===== src/rtl/regfile_write_arbiter.sv =====
// Two-source writeback arbiter for the register-file write port: ALU (source 0) normally wins,
// the load unit (source 1) is forced through after STARVE_MAX lost cycles; R15 writes become a PC-load strobe.
module regfile_write_arbiter #(
  parameter int DATA_W     = 32,
  parameter int ADDR_W     = 5,
  parameter int PC_ADDR    = 15,
  parameter int STARVE_MAX = 3
) (
  input  logic              clk,
  input  logic              rst,
  input  logic              wr_enable,
  input  logic              s0_valid,
  output logic              s0_ready,
  input  logic [ADDR_W-1:0] s0_addr,
  input  logic [DATA_W-1:0] s0_data,
  input  logic              s1_valid,
  output logic              s1_ready,
  input  logic [ADDR_W-1:0] s1_addr,
  input  logic [DATA_W-1:0] s1_data,
  input  logic [ADDR_W-1:0] rd_addr_a,
  input  logic [ADDR_W-1:0] rd_addr_b,
  output logic              REG_WR,
  output logic [ADDR_W-1:0] dirWR,
  output logic [DATA_W-1:0] di,
  output logic              pc_wr,
  output logic [DATA_W-1:0] pc_value,
  output logic              hazard_a,
  output logic              hazard_b
);

  localparam int                CNT_W   = STARVE_MAX;
  localparam logic [CNT_W-1:0]  CNT_MAX = CNT_W'(STARVE_MAX);
  localparam logic [ADDR_W-1:0] PC_A    = ADDR_W'(PC_ADDR);

  function automatic logic [CNT_W-1:0] satInc(input logic [CNT_W-1:0] cnt);
    return (cnt == CNT_MAX) ? cnt : cnt + CNT_W'(1);
  endfunction

  logic [CNT_W-1:0]  starveCnt;
  logic [CNT_W-1:0]  starveCntNxt;
  logic              force1;
  logic              s0Grant;
  logic              s1Grant;
  logic              vld_p0;
  logic              isPc_p0;
  logic [ADDR_W-1:0] addr_p0;
  logic [DATA_W-1:0] data_p0;

  // Stage p0: combinational arbitration and starvation bookkeeping
  always_comb begin
    force1       = (starveCnt == CNT_MAX) && s1_valid;
    s0_ready     = wr_enable && !force1;
    s1_ready     = wr_enable && (force1 || !s0_valid);
    s0Grant      = s0_valid && s0_ready;
    s1Grant      = s1_valid && s1_ready;
    vld_p0       = s0Grant || s1Grant;
    addr_p0      = s1Grant ? s1_addr : s0_addr;
    data_p0      = s1Grant ? s1_data : s0_data;
    isPc_p0      = (addr_p0 == PC_A);
    starveCntNxt = starveCnt;
    if (wr_enable) begin
      if (!s1_valid || s1Grant) starveCntNxt = '0;
      else                      starveCntNxt = satInc(starveCnt);
    end
  end

  always_ff @(posedge clk or negedge rst) begin
    if (!rst) starveCnt <= '0;
    else      starveCnt <= starveCntNxt;
  end

  // Stage p1: registered write port; R15 is owned by fetch, so it goes out as a PC load instead
  always_ff @(posedge clk or negedge rst) begin
    if (!rst) begin
      REG_WR   <= 1'b0;
      pc_wr    <= 1'b0;
      dirWR    <= '0;
      di       <= '0;
      pc_value <= '0;
    end else begin
      REG_WR <= vld_p0 && !isPc_p0;
      pc_wr  <= vld_p0 && isPc_p0;
      if (vld_p0 && !isPc_p0) begin
        dirWR <= addr_p0;
        di    <= data_p0;
      end
      if (vld_p0 && isPc_p0) pc_value <= data_p0;
    end
  end

  assign hazard_a = REG_WR && (rd_addr_a == dirWR) && (dirWR != '0);
  assign hazard_b = REG_WR && (rd_addr_b == dirWR) && (dirWR != '0);

endmodule

===== config.mk =====
export PLATFORM = sky130hd
export DESIGN_NAME = regfile_write_arbiter
export DESIGN_NICKNAME = d
export VERILOG_FILES = /design/src/rtl/regfile_write_arbiter.sv
export SDC_FILE = /design/constraint.sdc
export NUM_CORES = 1
export LEC_CHECK = 0
export BUFFER_PORTS_ARGS = -buffer_cell sky130_fd_sc_hd__buf_2
export CORE_UTILIZATION = 35
export CTS_CLUSTER_SIZE = 20
export DETAILED_ROUTE_END_ITERATION = 6
export HOLD_SLACK_MARGIN = 0.12
export SLEW_MARGIN = 40
export SYNTH_ARGS = -nofsm -noshare
export SYNTH_HDL_FRONTEND = slang
export SYNTH_SLANG_ARGS = --single-unit

===== constraint.sdc =====
create_clock -name clk -period 4.5 [get_ports clk]
set_input_delay 0.45 -clock clk [delete_from_list [all_inputs] [get_ports clk]]
set_output_delay 0.45 -clock clk [all_outputs]
set_load 0.01 [all_outputs]

==> results of run 1 <==
==> kinds of logic (layout without fill, tap and decap cells) <==
group	Yosys count	in the layout	share of synthesized area, %
and+or+nand+nor	23	23	3.97
adders and majority gates	2	2	0.721
muxes	96	96	32.3
xor gates and xnor gates	10	10	2.53
buffers and inverters	16	185	2.81
AOI/OAI and AO/OA	19	19	4.33
DFF	74	74	53.4
==> stage by stage <==
step / hold WS (ns) / cells / utilization [%] / setup WS, ns / area (um2)
after floorplan: 0.154 / 240 / - / 2.18 / 3470
after global placement: 0.485 / 524 / 46.7 / 2.04 / 4400
after detailed placement: 0.490 / 524 / 46.8 / 1.94 / 4400
after CTS: 0.141 / 538 / 49.0 / 1.93 / 4610
after global routing: 0.158 / 538 / 49.0 / 1.81 / 4610
final: 0.106 / 538 / 49.0 / 1.95 / 4610
==> layout make-up <==
class,instances,area [um2],area share (%)
flip-flops and latches,74,1850,40.2
multi-input cells,150,1520,33.1
clock inverters,5,81.3,1.76
inverters,4,15.0,0.326
well taps,129,161,3.50
clock buffers,9,124,2.69
repair buffers,167,852,18.5
==> worst paths after layout <==
path,to,slack [ns],depth (start not counted)
max in group asynchronous,dirWR[1],3.91,1
min in group clk,starveCnt[0],0.43,3
setup reg to reg,pc_value[20],1.95,7
hold reg to reg,pc_value[13],0.51,1
setup / recovery,pc_value[20],1.95,7
hold / removal,di[9],0.11,1
==> state kept, by name, indices dropped and copies added, names as in the netlist <==
signal	cells
di	32
pc_value	32
dirWR	5
starveCnt	3
REG_WR	1
pc_wr	1
==> routing by layer <==
| layer | wire length [um] | vias to the layer above | track usage, % |
|---|---|---|---|
| li1 | - | 1205 | - |
| met2 | 4030 | 89 | 26.8 |
| met1 | 3290 | 1250 | 19.2 |
| met5 | 0 | - | 0 |
| met4 | 148 | 0 | 6.58 |
| met3 | 418 | 14 | 3.86 |
==> power by group through the flow <==
stage                     Clock [uW]  Sequential [uW]  Combinational [uW]
after floorplan                    0              923                 191
after global placement             0              868                 458
after detailed placement           0              870                 469
after CTS                        564              860                 470
after global routing             600              876                 503
final                            546              857                 461
==> placed cells by master, fill, tap and decap left out, types with 2 or more instances in the layout <==
cell type  netlist  final
nand2b_1         2      2
and2_1           2      2
o21ai_0          4      4
nand2_1          5      5
a2bb2oi_1        4      4
mux2_2          86     86
nand4_1          3      3
clkbuf_8         0      9
dfrtp_1         74     74
o22ai_1          6      6
nand3_1          3      3
buf_2            6    162
bufinv_16        0      2
and2_4           2      2
xnor2_1          6      6
nor4_1           2      2
inv_1            4      4
buf_4            0      4
mux2_4          10     10
ha_1             2      2
xor2_1           4      4
==> results.toml, run 1 <==
[run_status]
outcome = "finished, final reports clean"

[die]
pin_count = 164
die-height_um = 102
rows = 35
die_area_um2 = 10300
die_x_um = 102
start_util_pct = 36.8
coreArea_um2 = 9420

[detailed_routing]
routed_wl_mm = 7.88
first_pass_iters = 4
drc = 0
wl_per_cell_um = 14.7
viasPerCell = 4.75
drtIter0Drc = 30
ant_nets = 0
via_count = 2558

[yosys]
yosysWarnings = 0
synth_area_um2 = 3470
synth_edf_count = 0
synth.top_cell.area_share_pct = 53.4
avgSynthCellArea_um2 = 14.5
synthFlopType = "dfrtp_1"
synth_cell_types = 29
synth_common_cells = "86 x mux2_2, 74 x dfrtp_1, 10 x mux2_4"
ys_seq_elements = 74
yosysSeqAreaShare_pct = 53.4
synth_cells = 240
ys_async_sr_fraction_pct = 100
synth_top_area_cell = "dfrtp_1"
synth_most_common_cell = "mux2_2"
synth.area.top_cells = "dfrtp_1 53%, mux2_2 28%, mux2_4 4.3%"
syn_nets = 331

[critical_path]
critical_path_buf_inv_count = 1
crit_top_cell = "ha_1"
max_stage_delay_ns = 0.39
path_cells = "ha_1 -> ha_1 -> nand2b_1 -> and2_4 -> o41ai_4 -> buf_4 -> mux2_2"
criticalPathCategory = "flop to flop"
worstSetupStartpoint = "starveCnt[0]"
path_max_fanout = 34
worstPathArrival_ns = 2.78
crit_required_ns = 4.73
crit_path_top_delay_cell = "dfrtp_1"
reg2reg_from = "starveCnt[0]"
crit_path_end_kind = "flop"
crit_path_start_kind = "flop"
crit_family = "simple AND/OR/NAND/NOR gates"

[run]
drv_cap = 0

[finish]
final_net_count = 497
area_growth_pct = 32.9
n_antenna_cell = 0
fillers = 892
drive_above_1_share_pct = 68.7

[placed_design]
place.gp.congestion = 0.763
hpwl_mm = 5.82
portBuffers = 163

[grt]
grt_pass1_wl_mm = 12.5
grt_pass1_vias = 2633
gr-total-overflow = 0
grt_max_degree = 75
track_usage_pct = 15.8
antenna_found_initial = 0

[pwr]
power_switching_uw = 519
p_leak_uw = 0.00226
power.density_nw_per_um2 = 404
peakVddDrop_v = 0.000149
p_int_uw = 1340
pwr-share-comb_pct = 24.7
power_uw = 1860
seq_power_share_pct = 46.0
p_clk_share_pct = 29.3
swShare_pct = 27.8

[timing]
max-slew-margin-rel_pct = 55.3
finalClockSkew_ns = 0.00674
setup_viol = 0
tns_ns = 0
fin_crit_sh_pct = 56.7
tightest_slew_ns = 0.671
min_period_ns = 2.55
drv_slew = 0
timing_hold_violations_final = 0
fmax_mhz = 392
rsz0062_at_grt = "no"

[clocking]
root_buffer = "clkbuf_8"
postCtsHoldBufs = 0
clock_sinks = 74
clk_path_buf_depth = 2
htreeDepth = 3
cts_inserted_buffers = 9
cts-resized-gates = 0
clk_pin_slew_worst_paths_ns = 0.08
cts_tree = "yes"
clk_latency_ns = 0.34
cts_setup_buffers = 0

[worst_hold_path]
hold_path_class = "input pin to asynchronous set/reset pin"
Note: power is estimated with default switching activity, not from simulation.
==> run 2: changes to the inputs <==
- ABC_AREA: default -> 1
- clock period: 4.5 -> 2.1 ns (I/O delays scaled with it)
==> run 2 against run 1 <==
Worst hold slack improved by 0.11 ns. Count of clock-buffer cells in the layout did not move. Synthesized cell count up 100%. Clock power is 92% higher. Design area up 13%. Global-route usage rose by 6.1 points. Die area up 7.9%. Synthesized area up 8.0%.
==> results.toml, run 2 <==
[yosys]
yosys-mux-area-fraction_pct = 0
yosysWarnings = 0
synthFlopType = "dfrtp_1"
synth_common_cells = "222 x nand2_1, 75 x nand3_1, 74 x dfrtp_1"
synth.top_cell.area_share_pct = 49.4
ys_async_sr_fraction_pct = 100
avgSynthCellArea_um2 = 7.69
synth_cells = 487
synth_top_area_cell = "dfrtp_1"
synth_xor_xnor_area_share_pct = 1.64
yosys.area_share.simple_pct = 40.7
yosysSeqAreaShare_pct = 49.4
synth_cell_types = 29
synth_top_family_by_area = "simple AND/OR/NAND/NOR gates"
synth_fa_ha_area_share_pct = 0.668
synth_area_um2 = 3750
synth_compound_area_share_pct = 1.60
syn_nets = 578
ys_seq_elements = 74
synth_edf_count = 0
synth_most_common_cell = "nand2_1"
synth.area.top_cells = "dfrtp_1 49%, nand2_1 22%, nand3_1 10%"

[timing]
max-slew-margin-rel_pct = 68.9
timing_hold_violations_final = 0
tns_ns = 0
fmax_mhz = 496
tightest_slew_ns = 0.466
finalClockSkew_ns = 0.0117
fin_crit_sh_pct = 96.0
drv_slew = 0
min_period_ns = 2.02
setup_viol = 0

[detailed_routing]
ant_nets = 0
first_pass_iters = 4
via_count = 3983
drc = 0
viasPerCell = 4.98
wl_per_cell_um = 14.5
routed_wl_mm = 11.6
drtIter0Drc = 168

[finish]
n_antenna_cell = 0
fillers = 1026
largest_registers = "di x32, pc_value x32, dirWR x5"
final_common_cell = "nand2_1"
area_growth_pct = 38.7
final_net_count = 749
drive_above_1_share_pct = 34.4
final_cell_mix = "218 x nand2_1, 162 x buf_2, 74 x dfrtp_1, 74 x nand3_1, 37 x nand4_1"

[clocking]
clk_path_buf_depth = 2
clk_latency_ns = 0.35
cts_inserted_buffers = 9
root_buffer = "clkbuf_8"
htreeDepth = 3
cts_tree = "yes"
clock_sinks = 74
clk_pin_slew_worst_paths_ns = 0.09

[grt]
grt_pass1_wl_mm = 19.1
track_usage_pct = 21.9
antenna_found_initial = 0
grt_pass1_vias = 3953
gr-total-overflow = 0
grt_max_degree = 49

[pwr]
peakVddDrop_v = 0.000314
p_leak_uw = 0.00300
power_uw = 3840
power.density_nw_per_um2 = 738

[critical_path]
crit_top_cell = "ha_2"
crit_path_top_delay_cell = "dfrtp_1"
max_stage_delay_ns = 0.37
criticalPathCategory = "flop to primary output"
crit_required_ns = 1.89
worstPathArrival_ns = 1.81
path_max_fanout = 35
crit_path_end_kind = "primary output"
crit_path_start_kind = "flop"
path_cells = "ha_2 -> ha_2 -> nand2_2 -> buf_4 -> a21oi_4 -> buf_12 -> buf_2"

[run_status]
outcome = "finished, final reports clean"

[die]
coreArea_um2 = 10400
start_util_pct = 36.1
die_area_um2 = 11100
pin_count = 164
rows = 37
die-height_um = 105
die_x_um = 105

[run]
drv_cap = 0

[worst_hold_path]
hold_path_class = "input pin to flop"

[placed_design]
portBuffers = 163
place.gp.congestion = 0.832
hpwl_mm = 8.10
## run 2: cell types whose count changed in the layout (fill, tap and decap cells not counted), sizes merged, moves of 2 or more
cell / before / now
nand2: 5 / 226
mux2: 96 / 0
nand3: 3 / 77
nand4: 3 / 37
buf: 167 / 193
inv: 4 / 17
o22ai: 6 / 0
a2bb2oi: 4 / 0
and2: 4 / 0
nor2: 0 / 3
bufinv: 2 / 0
nand2b: 2 / 0
nor3: 0 / 2
xnor2: 6 / 4
## run 2: kinds of logic (layout without fill, tap and decap cells)
group / count (synthesis) / count (layout)
and+or+nand+nor: 346 / 347
buffers and inverters: 48 / 223
adders and majority gates: 2 / 2
xor gates and xnor gates: 7 / 7
AOI/OAI and AO/OA: 10 / 10
DFF: 74 / 74
## run 2: final timing paths
kind | to | start | slack (ns) | depth (start not counted)
setup reg to reg | pc_value[6] | starveCnt[0] | 0.12 | 13
setup / recovery | s1_ready | starveCnt[1] | 0.08 | 7
hold reg to reg | pc_value[22] | pc_value[22] | 0.47 | 2
max in group asynchronous | di[26] | rst | 1.17 | 3
hold / removal | di[13] | s0_data[13] | 0.22 | 5
min in group asynchronous | di[14] | rst | 0.34 | 2
## run 2: critical path: cells and delay by family (launching register included)
family / cells / cell delay [ns]
AO/OA/AOI/OAI: 1 / 0.14
adder cells (fa/ha/maj): 2 / 0.34
buffers and inverters: 3 / 0.53
flip-flops: 1 / 0.37
AND/OR/NAND/NOR: 1 / 0.07
## run 2: cell type report
cell class / instances / area [um2] / share of cell area (%)
clock buffers: 9 / 124 / 2.38
clock inverters: 7 / 60.1 / 1.16
inverters: 13 / 48.8 / 0.939
multi-input cells: 366 / 1760 / 33.9
flip-flops and latches: 74 / 1850 / 35.6
well taps: 136 / 170 / 3.27
repair buffers: 194 / 1180 / 22.8
## run 2: layer usage
layer  track usage, %  vias to the layer above  wire length, um
met1             27.5                     1870             5070
met3             4.21                       24              691
met5                0                        -                0
met2             36.9                      144             5500
met4             9.15                        0              306
li1                 -                     1945                -
## run 2: through the flow
| step | cell area [um2] | instances | utilization, % | setup WS [ns] | hold slack, ns |
|---|---|---|---|---|---|
| floorplan | 3750 | 487 | - | 0.0651 | -0.0856 |
| global placement | 4810 | 773 | 46.4 | 0.00116 | 0.188 |
| detailed placement | 4810 | 773 | 46.4 | -0.0930 | 0.195 |
| CTS | 5160 | 800 | 49.7 | 0.000838 | 0.202 |
| global route | 5200 | 799 | 50.1 | -0.00666 | 0.236 |
| finish | 5200 | 799 | 50.1 | 0.0831 | 0.219 |
## run 2: power breakdown
part           switching (uW)  internal [uW]  total, uW
logic                     579            421       1000
clock network             598            451       1050
registers                 145           1640       1790
## run 2: repair_timing
action | CTS | global route
gates resized for setup | 12 | 13
setup buffers | 8 | 0
pin swaps | 3 | 3
hold buffers | 1 | 0
endpoints found under the setup margin | 69 | 70
endpoints found under the hold margin | 34 | 0
gates cloned | 2 | 0
==> run 3: changes to the inputs <==
- SETUP_SLACK_MARGIN: default -> 0.3
==> run 3 against run 2 <==
Critical path depth increased by 6. Sequential power about the same. Flip-flop and latch count unchanged. Worst setup slack improved by 0.038 ns. Count of clock-buffer cells in the layout unchanged. Die area unchanged. Non-clock buffer count increased by 5. Design area increased by 5.7%.
==> results.toml, run 3 (synthesis gave the netlist of run 2 again) <==
[run_status]
outcome = "finished, final reports clean"

[timing]
hold_ws_ns = 0.227
rsz0062_at_grt = "yes"
max-slew-margin-rel_pct = 68.5
fin_crit_sh_pct = 94.2
fmax_mhz = 505
timing_hold_violations_final = 0
min_period_ns = 1.98
setup_viol = 0
finalClockSkew_ns = 0.00935
fin_ws_ns = 0.121
tightest_slew_ns = 0.472
drv_slew = 0

[die]
pin_count = 164
coreArea_um2 = 10400
start_util_pct = 36.1
die-height_um = 105
die_area_um2 = 11100
die_x_um = 105
rows = 37

[finish]
seqCellArea_um2 = 1850
final_common_cell = "nand2_1"
final_cell_mix = "202 x nand2_1, 162 x buf_2, 75 x nand3_1, 72 x dfrtp_1, 37 x nand4_1"
multi_input_area_um2 = 1870
largest_registers = "di x32, pc_value x32, dirWR x5"
area_growth_pct = 46.5
final_net_count = 756
drive_above_1_share_pct = 38.0
fin_area_um2 = 5490
n_antenna_cell = 0
fillers = 1012

[worst_hold_path]
min_path_cells = 3
hp-start = "wr_enable"
hold_path_end = "starveCnt[1]"
hold_path_class = "input pin to flop"

[critical_path]
path_max_fanout = 16
reg2reg_from = "starveCnt[0]"
worstPathArrival_ns = 2.20
timing.rr.end = "pc_value[30]"
r2r_slack_ns = 0.12
crit_path_start_kind = "flop"
reg2regPathDepth = 13
worstSetupStartpoint = "starveCnt[0]"
criticalPathCategory = "flop to flop"
crit_required_ns = 2.33
crit_path_end_kind = "flop"

[pwr]
power_uw = 4090
power.density_nw_per_um2 = 745
swShare_pct = 31.9
p_int_uw = 2790
p_leak_uw = 0.00313
peakVddDrop_v = 0.000399
p_clk_share_pct = 29.3
power_switching_uw = 1300
seq_power_share_pct = 43.9
pwr-share-comb_pct = 26.8

[placed_design]
post-place-ws_ns = -0.0622
hpwl_mm = 7.90
place_area_um2 = 4800
portBuffers = 163
place.gp.congestion = 0.802

[grt]
track_usage_pct = 22.1
grt_max_degree = 41
grt_pass1_vias = 3793
gr-total-overflow = 0
grt_pass1_wl_mm = 19.3
antenna_found_initial = 0

[detailed_routing]
routed-wl-met3_um = 823
wl_per_cell_um = 15.3
m1WireLength_mm = 5.41
routed_wl_mm = 12.4
first_pass_iters = 5
top_layer = "met4"
drc = 0
viasPerCell = 5.01
dr_wl_met2_mm = 5.87
drtIter0Drc = 206
ant_nets = 0
via_count = 4030

[clocking]
htreeDepth = 3
root_buffer = "clkbuf_8"
clk_path_buf_depth = 2
cts_tree = "yes"
clock_sinks = 74
clk_pin_slew_worst_paths_ns = 0.07
cts_inserted_buffers = 9
clk_latency_ns = 0.34

[run]
drv_cap = 0
[run 3: what timing repair did]
action,4_1_cts,5_1_grt
gates cloned,5,3
endpoints found under the hold margin,34,0
setup buffers,10,3
gates resized for setup,21,24
hold buffers,1,0
pin swaps,5,4
setup endpoints to repair,72,74
[run 3: worst max-delay path by stage]
| stage | endpoint | depth (start not counted) |
|---|---|---|
| 2_1_floorplan | pc_value[10] | 14 |
| 5_1_grt | pc_value[26] | 13 |
| 3_5_place_dp | di[5] | 12 |
| 4_1_cts | pc_value[30] | 13 |
| 6_report | pc_value[30] | 13 |
| 3_3_place_gp | dirWR[2] | 12 |
[run 3: power groups by stage]
stage / sequential, uW / clock (uW) / combinational (uW)
final: 1800 / 1200 / 1100
after CTS: 1780 / 1220 / 1040
after global routing: 1820 / 1290 / 1220
after floorplan: 1890 / 0 / 400
after detailed placement: 1800 / 0 / 978
after global placement: 1800 / 0 / 960
[run 3: cell type report]
class / count / area share (%)
clock inverter: 6 / 1.69
tap: 136 / 3.10
timing repair buffer: 199 / 24.2
sequential: 74 / 33.8
multi-input combinational: 368 / 34.0
inverter: 13 / 0.934
clock buffer: 9 / 2.26
[run 3: per-layer routing]
| layer | up-vias | GRT usage, % |
|---|---|---|
| li1 | 1958 | - |
| met1 | 1885 | 29.0 |
| met2 | 164 | 36.1 |
| met3 | 23 | 4.08 |
| met4 | 0 | 8.55 |
| met5 | - | 0 |
[run 3: metrics by stage]
| stage | TNS, ns | cells | utilization, % |
|---|---|---|---|
| after floorplan | 0 | 487 | - |
| after global placement | 0 | 768 | 46.3 |
| after detailed placement | -1.45 | 768 | 46.3 |
| after CTS | 0 | 799 | 51.1 |
| after global routing | -0.00449 | 805 | 52.9 |
| final | 0 | 805 | 52.9 |
[run 3: critical path, stage by stage (launching register included)]
cell	delay (ns)
dfrtp_1	0.40
ha_2	0.19
ha_4	0.16
nand2_4	0.08
nand2_4	0.07
nand3_4	0.12
nand2_2	0.07
nand2_2	0.09
nand2_2	0.07
nor2_4	0.15
nand3_4	0.16
buf_12	0.19
nand2_1	0.06
nand2_1	0.05
